<file path="config.mk">
export PLATFORM = sky130hd
export DESIGN_NAME = reg_shift_stack
export DESIGN_NICKNAME = d
export VERILOG_FILES = /design/src/rtl/reg_shift_stack.sv
export SDC_FILE = /design/constraint.sdc
export NUM_CORES = 1
export LEC_CHECK = 0
export BUFFER_PORTS_ARGS = -buffer_cell sky130_fd_sc_hd__buf_2
export CAP_MARGIN = 30
export CORE_MARGIN = 4
export CORE_UTILIZATION = 59
export CTS_BUF_LIST = sky130_fd_sc_hd__clkbuf_8
export DETAILED_ROUTE_END_ITERATION = 7
export GPL_ROUTABILITY_DRIVEN = 0
export PLACE_DENSITY = 0.9
export SYNTH_ARGS = -nofsm -noshare
export SYNTH_HDL_FRONTEND = slang
export SYNTH_SLANG_ARGS = --single-unit
</file>
<file path="constraint.sdc">
create_clock -name clk_i -period 3.9 [get_ports clk_i]
set_input_delay 0.78 -clock clk_i [delete_from_list [all_inputs] [get_ports clk_i]]
set_output_delay 0.78 -clock clk_i [all_outputs]
set_load 0.05 [all_outputs]
</file>
<file path="src/rtl/reg_shift_stack.sv">
// Parallel-visible shift stack: newest entry at index 0, push/pop/replace-top, saturating occupancy.
// Optional sticky error flag enabled by defining REG_SHIFT_STACK_ERR_EN.
module reg_shift_stack #(
  parameter int WIDTH = 32,
  parameter int DEPTH = 4
) (
  input  logic                                clk_i,
  input  logic                                rst_i,
  input  logic                                clear_i,
  input  logic                                push_i,
  input  logic                                pop_i,
  input  logic [WIDTH-1:0]                    data_i,
  output logic [DEPTH-1:0][WIDTH-1:0]         data_o,
  output logic [$clog2(DEPTH+1)-1:0]          count_o,
  output logic                                empty_o,
  output logic                                full_o,
  output logic                                drop_o,
  output logic                                err_o
);

  localparam int CW = $clog2(DEPTH+1);
  localparam logic [CW-1:0] FULL_CNT = CW'(DEPTH);

  logic [DEPTH-1:0][WIDTH-1:0] entries_q, entries_d;
  logic [CW-1:0]               count_q, count_d;
  logic                        drop_q, drop_d;
  logic                        empty, full;

  function automatic logic [CW-1:0] sat_inc(input logic [CW-1:0] c);
    return (c == FULL_CNT) ? c : c + CW'(1);
  endfunction

  function automatic logic [CW-1:0] sat_dec(input logic [CW-1:0] c);
    return (c == '0) ? c : c - CW'(1);
  endfunction

  assign empty = (count_q == '0);
  assign full  = (count_q == FULL_CNT);

  // A push with pop on an empty stack degrades to a plain push; otherwise push+pop is replace-top.
  always_comb begin
    entries_d = entries_q;
    count_d   = count_q;
    drop_d    = 1'b0;
    if (clear_i) begin
      entries_d = '0;
      count_d   = '0;
    end else if (push_i && (!pop_i || empty)) begin
      entries_d[0] = data_i;
      for (int i = 1; i < DEPTH; i++) begin
        entries_d[i] = entries_q[i-1];
      end
      count_d = sat_inc(count_q);
      drop_d  = full;
    end else if (push_i && pop_i) begin
      entries_d[0] = data_i;
    end else if (pop_i && !empty) begin
      for (int i = 0; i < DEPTH-1; i++) begin
        entries_d[i] = entries_q[i+1];
      end
      entries_d[DEPTH-1] = '0;
      count_d = sat_dec(count_q);
    end
  end

  always_ff @(posedge clk_i or negedge rst_i) begin
    if (!rst_i) begin
      entries_q <= '0;
      count_q   <= '0;
      drop_q    <= 1'b0;
    end else begin
      entries_q <= entries_d;
      count_q   <= count_d;
      drop_q    <= drop_d;
    end
  end

`ifdef REG_SHIFT_STACK_ERR_EN
  logic err_q, err_d;
  logic underflow;

  assign underflow = !clear_i && pop_i && empty;

  always_comb begin
    err_d = err_q;
    if (clear_i) begin
      err_d = 1'b0;
    end else if (drop_d || underflow) begin
      err_d = 1'b1;
    end
  end

  always_ff @(posedge clk_i or negedge rst_i) begin
    if (!rst_i) begin
      err_q <= 1'b0;
    end else begin
      err_q <= err_d;
    end
  end

  assign err_o = err_q;
`else
  assign err_o = 1'b0;
`endif

  assign data_o  = entries_q;
  assign count_o = count_q;
  assign empty_o = empty;
  assign full_o  = full;
  assign drop_o  = drop_q;

endmodule

</file>
==> out/metrics.yaml, run 1 <==
status: "complete, no violations"
htree_num_levels: 4
insertion_delay_ps: 440
yosysWarningCount: 0
reg2regPathDepth: 8
critical_path_maximum_fanout: 11
synth-seq-area-share: 0.501
cts_max_path_buffers: 2
setup_viol: 0
die_footprint_um2: 12900
postSynthAreaPerCell_um2: 10.2
max_cap_viols: 0
min_period_over_period: 0.652
postPlaceCellArea_um2: 7460
ctsRootBufferMaster: "clkbuf_8"
antenna_left: 0
fin_nets: 819
area_growth_pct: 19.6
totalWireLength_um: 16700
synth_ff_type: "dfrtp_1"
dieHeight_um: 114
post-cts-setup-buffers: 0
worst_margin_slew_ps: 1010
globalRoute.totalOverflow: 0
fin_area_um2: 7880
viasPerCell: 5.97
final.setup.tns_ps: 0
post-layout-total-power_w: 0.00605
fin_worst_skew_ps: 10.2
pin_count_of_the_biggest_net_entering_global_routing: 97
timing_worst_setup_path_type: "reg2reg"
postSynth.asyncResetShare: 1.00
worst_reg2reg_path_startpoint: "count_o[1]"
grt_first_pass_wirelength_um: 27500
synth_cell_types: 31
ys_seq_elements: 132
timing.hold.worst.class: "in2async"
wire_per_inst_um: 17.9
via_count: 5574
clkTransAtPathRegs_ps: 70
placed_cells_incl_taps: 901
maxSlewHeadroom: 0.330
drc_errors: 0
postCtsHoldBufs: 0
fin_worst_hold_slack_ps: 440
synth-edff-count: 0
finish.cell_count_without_fillers: 933
static-leakage-power_nw: 3.99
drive_above_1_share: 0.311
netlist_instances: 644
drt_pass1_iterations: 4
grt_antenna_before_repair: 0
clock_sinks: 132
syn_nets: 682
mappedNetlistArea_um2: 6590
hpwlAfterDp_um: 10700
worstSetupEndpointType: "flip-flop"
detailedRoute.firstIterationViolations: 457
cts.repair.resized: 0
irDropWorstVdd_mv: 0.506
timing.critical_path.from_type: "flip-flop"
grt_util_all_layers: 0.264
core_region_area_um2: 10900
cellPowerDensity_nw_per_um2: 767
regToRegSetupSlack_ps: 1360
row_count: 38
vias_in_the_first_global_route: 5389
ios: 172
floorplan.initialDensity: 0.605
number_of_port_buffers: 170
timing.final.max_slew_violations: 0
crit_arrival_ps: 2860
final_hold_viols: 0
finalCriticalPeriod_ps: 2540
grt_setup_unrepaired: "false"
required_time_of_the_worst_setup_path_ps: 4220
worst_r2r_endpoint: "count_o[2]"
floorplan.die.width_um: 114
diodes: 0
fmax_ghz: 0.394
clock_tree_from_tritoncts: "yes"
fillerInstances: 775
cts_made_buffers: 17
[routing by layer]
metal	global-route usage	routed length, um	up-vias
li1	-	-	2566
met1	0.347	6870	2785
met2	0.430	8400	196
met3	0.0536	1080	27
met4	0.108	342	0
met5	0	0	-
[cells in the mapped netlist, types with 2 or more instances]
master    count  area share
dfrtp_1     132        0.50
and2_1        2      0.0019
a22o_1       32       0.043
buf_4         2      0.0023
xnor2_1       3      0.0040
mux2i_1      65       0.099
clkbuf_1     25       0.014
nand2_1      99       0.056
a21oi_1      34       0.026
o21ai_0       2      0.0015
a21o_1       32       0.036
nor2_1       69       0.039
a211oi_1     65       0.074
nor3b_1       2      0.0023
mux2_2       32       0.055
buf_1         5      0.0028
buf_2        29       0.022
[worst max-delay path, stage by stage, from the launching register on]
cell       delay (ps)
dfrtp_1           540
o31ai_4           350
nand2_1           100
xor2_1            160
ha_1              260
or4b_2            620
o21ai_0           100
a2bb2oi_1          90
a41o_1            220
[sequential cells by signal (all words and copies together), names as in the netlist]
register and cells:
data_o 128, drop_o 1, count_o 3
[through the flow]
| stage | util | setup WS, ps |
|---|---|---|
| floorplan | - | 811 |
| global placement | 0.685 | 1160 |
| detailed placement | 0.685 | 1080 |
| CTS | 0.722 | 1380 |
| global route | 0.724 | 1250 |
| finish | 0.724 | 1360 |
[area by class of cell]
class	instances	area, um2	share of cell area
well taps	140	175	0.0222
multi-input cells	451	3020	0.383
flip-flops and latches	132	3300	0.419
clock buffers	20	275	0.0349
clock inverters	11	129	0.0163
repair buffers	179	980	0.124
[worst max path at each step]
stage                    start          to  depth (start not counted)  slack (ps)
floorplan               push_i  count_o[2]                         11         810
global placement        push_i  count_o[2]                          8        1160
detailed placement      push_i  count_o[2]                          8        1080
CTS                 count_o[1]  count_o[2]                          8        1380
global route        count_o[1]  count_o[2]                          8        1250
finish              count_o[1]  count_o[2]                          8        1360
[logic make-up (layout without fill, tap and decap cells)]
| group | count (synthesis) | in the layout | share of synthesized area |
|---|---|---|---|
| compound gates | 171 | 171 | 0.190 |
| xor+xnor | 4 | 4 | 0.00532 |
| fa+ha+maj | 1 | 1 | 0.00190 |
| buf+inv | 61 | 210 | 0.0414 |
| flops | 132 | 132 | 0.501 |
| mux | 97 | 97 | 0.153 |
| other cells | 1 | 1 | 0.000569 |
| simple gates | 177 | 177 | 0.106 |
[power breakdown]
| part | switching, W | internal, W |
|---|---|---|
| clock | 0.000545 | 0.000615 |
| combinational | 0.00207 | 0.000777 |
| sequential | 0.000362 | 0.00168 |
| total | 0.00298 | 0.00307 |
[cell usage in the layout, fill, tap and decap left out, types with 2 or more instances in the layout]
cell type / synthesis / layout
clkbuf_8: 0 / 20
buf_4: 2 / 7
buf_12: 0 / 4
xnor2_1: 3 / 3
bufinv_16: 0 / 2
clkinvlp_4: 0 / 8
mux2i_1: 65 / 65
nand2_1: 99 / 99
mux2_2: 32 / 32
a22o_1: 32 / 32
and2_1: 2 / 2
a211oi_1: 65 / 65
o21ai_0: 2 / 2
nor2_1: 69 / 69
dfrtp_1: 132 / 132
a21o_1: 32 / 32
buf_2: 29 / 167
nor3b_1: 2 / 2
a21oi_1: 34 / 34
Note: power is estimated with default switching activity, not from simulation.
==> run 2, diff against run 1 <==
--- a/config.mk
+++ b/config.mk
@@ -8,11 +8,11 @@
 export BUFFER_PORTS_ARGS = -buffer_cell sky130_fd_sc_hd__buf_2
 export CAP_MARGIN = 30
 export CORE_MARGIN = 4
-export CORE_UTILIZATION = 59
+export CORE_UTILIZATION = 50
 export CTS_BUF_LIST = sky130_fd_sc_hd__clkbuf_8
 export DETAILED_ROUTE_END_ITERATION = 7
 export GPL_ROUTABILITY_DRIVEN = 0
-export PLACE_DENSITY = 0.9
+export PLACE_DENSITY = 0.81
 export SYNTH_ARGS = -nofsm -noshare
 export SYNTH_HDL_FRONTEND = slang
 export SYNTH_SLANG_ARGS = --single-unit
==> constraint.sdc (replaced) <==
create_clock -name clk_i -period 2.2 [get_ports clk_i]
set_input_delay 0.44 -clock clk_i [delete_from_list [all_inputs] [get_ports clk_i]]
set_output_delay 0.44 -clock clk_i [all_outputs]
set_load 0.05 [all_outputs]
==> out/metrics.yaml, run 2 (synthesized netlist as in run 1, its figures left out) <==
timing.final.max_slew_violations: 0
clkTransAtPathRegs_ps: 70
timing.critical_path.from_type: "flip-flop"
crit_arrival_ps: 2460
fin_area_um2: 7990
postPlaceCellArea_um2: 7610
fmax_ghz: 0.467
setup_viol: 0
pin_count_of_the_biggest_net_entering_global_routing: 97
fin_worst_skew_ps: 8.41
hpwlAfterDp_um: 11000
globalRoute.totalOverflow: 0
worstSetupEndpointType: "flip-flop"
max_cap_viols: 0
drive_above_1_share: 0.318
status: "complete, no violations"
cts_max_path_buffers: 2
min_period_over_period: 0.974
core_region_area_um2: 12800
fillerInstances: 1060
vias_in_the_first_global_route: 5229
maxSlewHeadroom: 0.453
row_count: 41
area_growth_pct: 21.2
detailedRoute.firstIterationViolations: 413
clock_tree_from_tritoncts: "yes"
floorplan.die.width_um: 123
critical_path_maximum_fanout: 6
cts_made_buffers: 17
grt_antenna_before_repair: 1
grt_util_all_layers: 0.223
totalWireLength_um: 16600
timing.hold.worst.class: "in2reg"
layout.cells.most_common: "buf_2"
layout_common_cells: "167 x buf_2, 130 x dfrtp_1, 98 x nand2_1, 69 x nor2_1"
worst_margin_slew_ps: 818
cellPowerDensity_nw_per_um2: 1310
antenna_left: 0
viasPerCell: 5.57
drt_pass1_iterations: 5
via_count: 5433
required_time_of_the_worst_setup_path_ps: 2520
grt_setup_unrepaired: "true"
die_footprint_um2: 15100
fin_nets: 827
irDropWorstVdd_mv: 0.606
grt_first_pass_wirelength_um: 26700
wire_per_inst_um: 17.1
post-route-util: 0.625
largest_register_ffs: 128
clock_sinks: 132
finalCriticalPeriod_ps: 2140
floorplan.initialDensity: 0.516
dieHeight_um: 123
post-cts-setup-buffers: 0
timing_worst_setup_path_type: "reg2reg"
ios: 172
number_of_port_buffers: 170
htree_num_levels: 4
ctsRootBufferMaster: "clkbuf_8"
drc_errors: 0
insertion_delay_ps: 430
static-leakage-power_nw: 4.07
final_hold_viols: 0
==> run 2: power breakdown <==
| group | internal (W) | switching, W |
|---|---|---|
| Sequential | 0.00298 | 0.000586 |
| Clock | 0.000898 | 0.000871 |
| Combinational | 0.00144 | 0.00373 |
| Total | 0.00532 | 0.00519 |
==> run 2: worst max-delay path, cell delays in order, from the launching register on <==
cell       delay (ps)
dfrtp_1           410
o31ai_4           290
nand2_2            70
xor2_1            160
ha_2              220
or4b_4            530
o21ai_4            80
a2bb2oi_2          60
a41o_1            200
==> run 2: path summary, 6_finish.rpt <==
kind                                    end        start  slack [ps]  cells past startpoint
worst max-delay path             count_o[2]   count_o[2]          60                      8
worst min-delay path             data_o[17]   data_i[17]         240                      3
worst max register to register   count_o[2]   count_o[2]          60                      8
worst min register to register  data_o[102]  data_o[102]         540                      1
max in group asynchronous        data_o[41]        rst_i         960                      3
min in group asynchronous        data_o[22]        rst_i         510                      2
==> run 2: layout make-up <==
cell class / instances / area, um2 / share of cell area
antenna: 1 / 2.50 / 0.000313
clock buffer: 22 / 303 / 0.0379
clock inverter: 10 / 42.5 / 0.00532
multi-input combinational: 451 / 3050 / 0.382
sequential: 132 / 3310 / 0.414
tap: 172 / 215 / 0.0269
timing repair buffer: 187 / 1070 / 0.134
==> run 2: metrics by stage <==
stage | worst slack (ps) | std cells | power, W | hold slack, ps | TNS (ps)
floorplan | -422 | 644 | 0.00747 | 144 | -558
global placement | 108 | 941 | 0.00860 | 414 | 0
detailed placement | 44.7 | 941 | 0.00875 | 428 | 0
CTS | 25.3 | 974 | 0.0105 | 213 | 0
global route | -10.7 | 975 | 0.0111 | 225 | -10.7
finish | 57.4 | 975 | 0.0105 | 243 | 0
==> run 2: timing repair <==
item	4_1_cts	5_1_grt
gates resized for setup	0	3
endpoints found under the hold margin	32	0
setup endpoints to repair	0	1
hold buffers	1	0
==> run 2: routing by layer <==
metal,GRT usage,up-vias,part of all wire
met3,0.0512,14,0.056
met4,0.0714,0,0.010
li1,-,2578,-
met5,0,-,0
met2,0.351,169,0.50
met1,0.309,2672,0.44
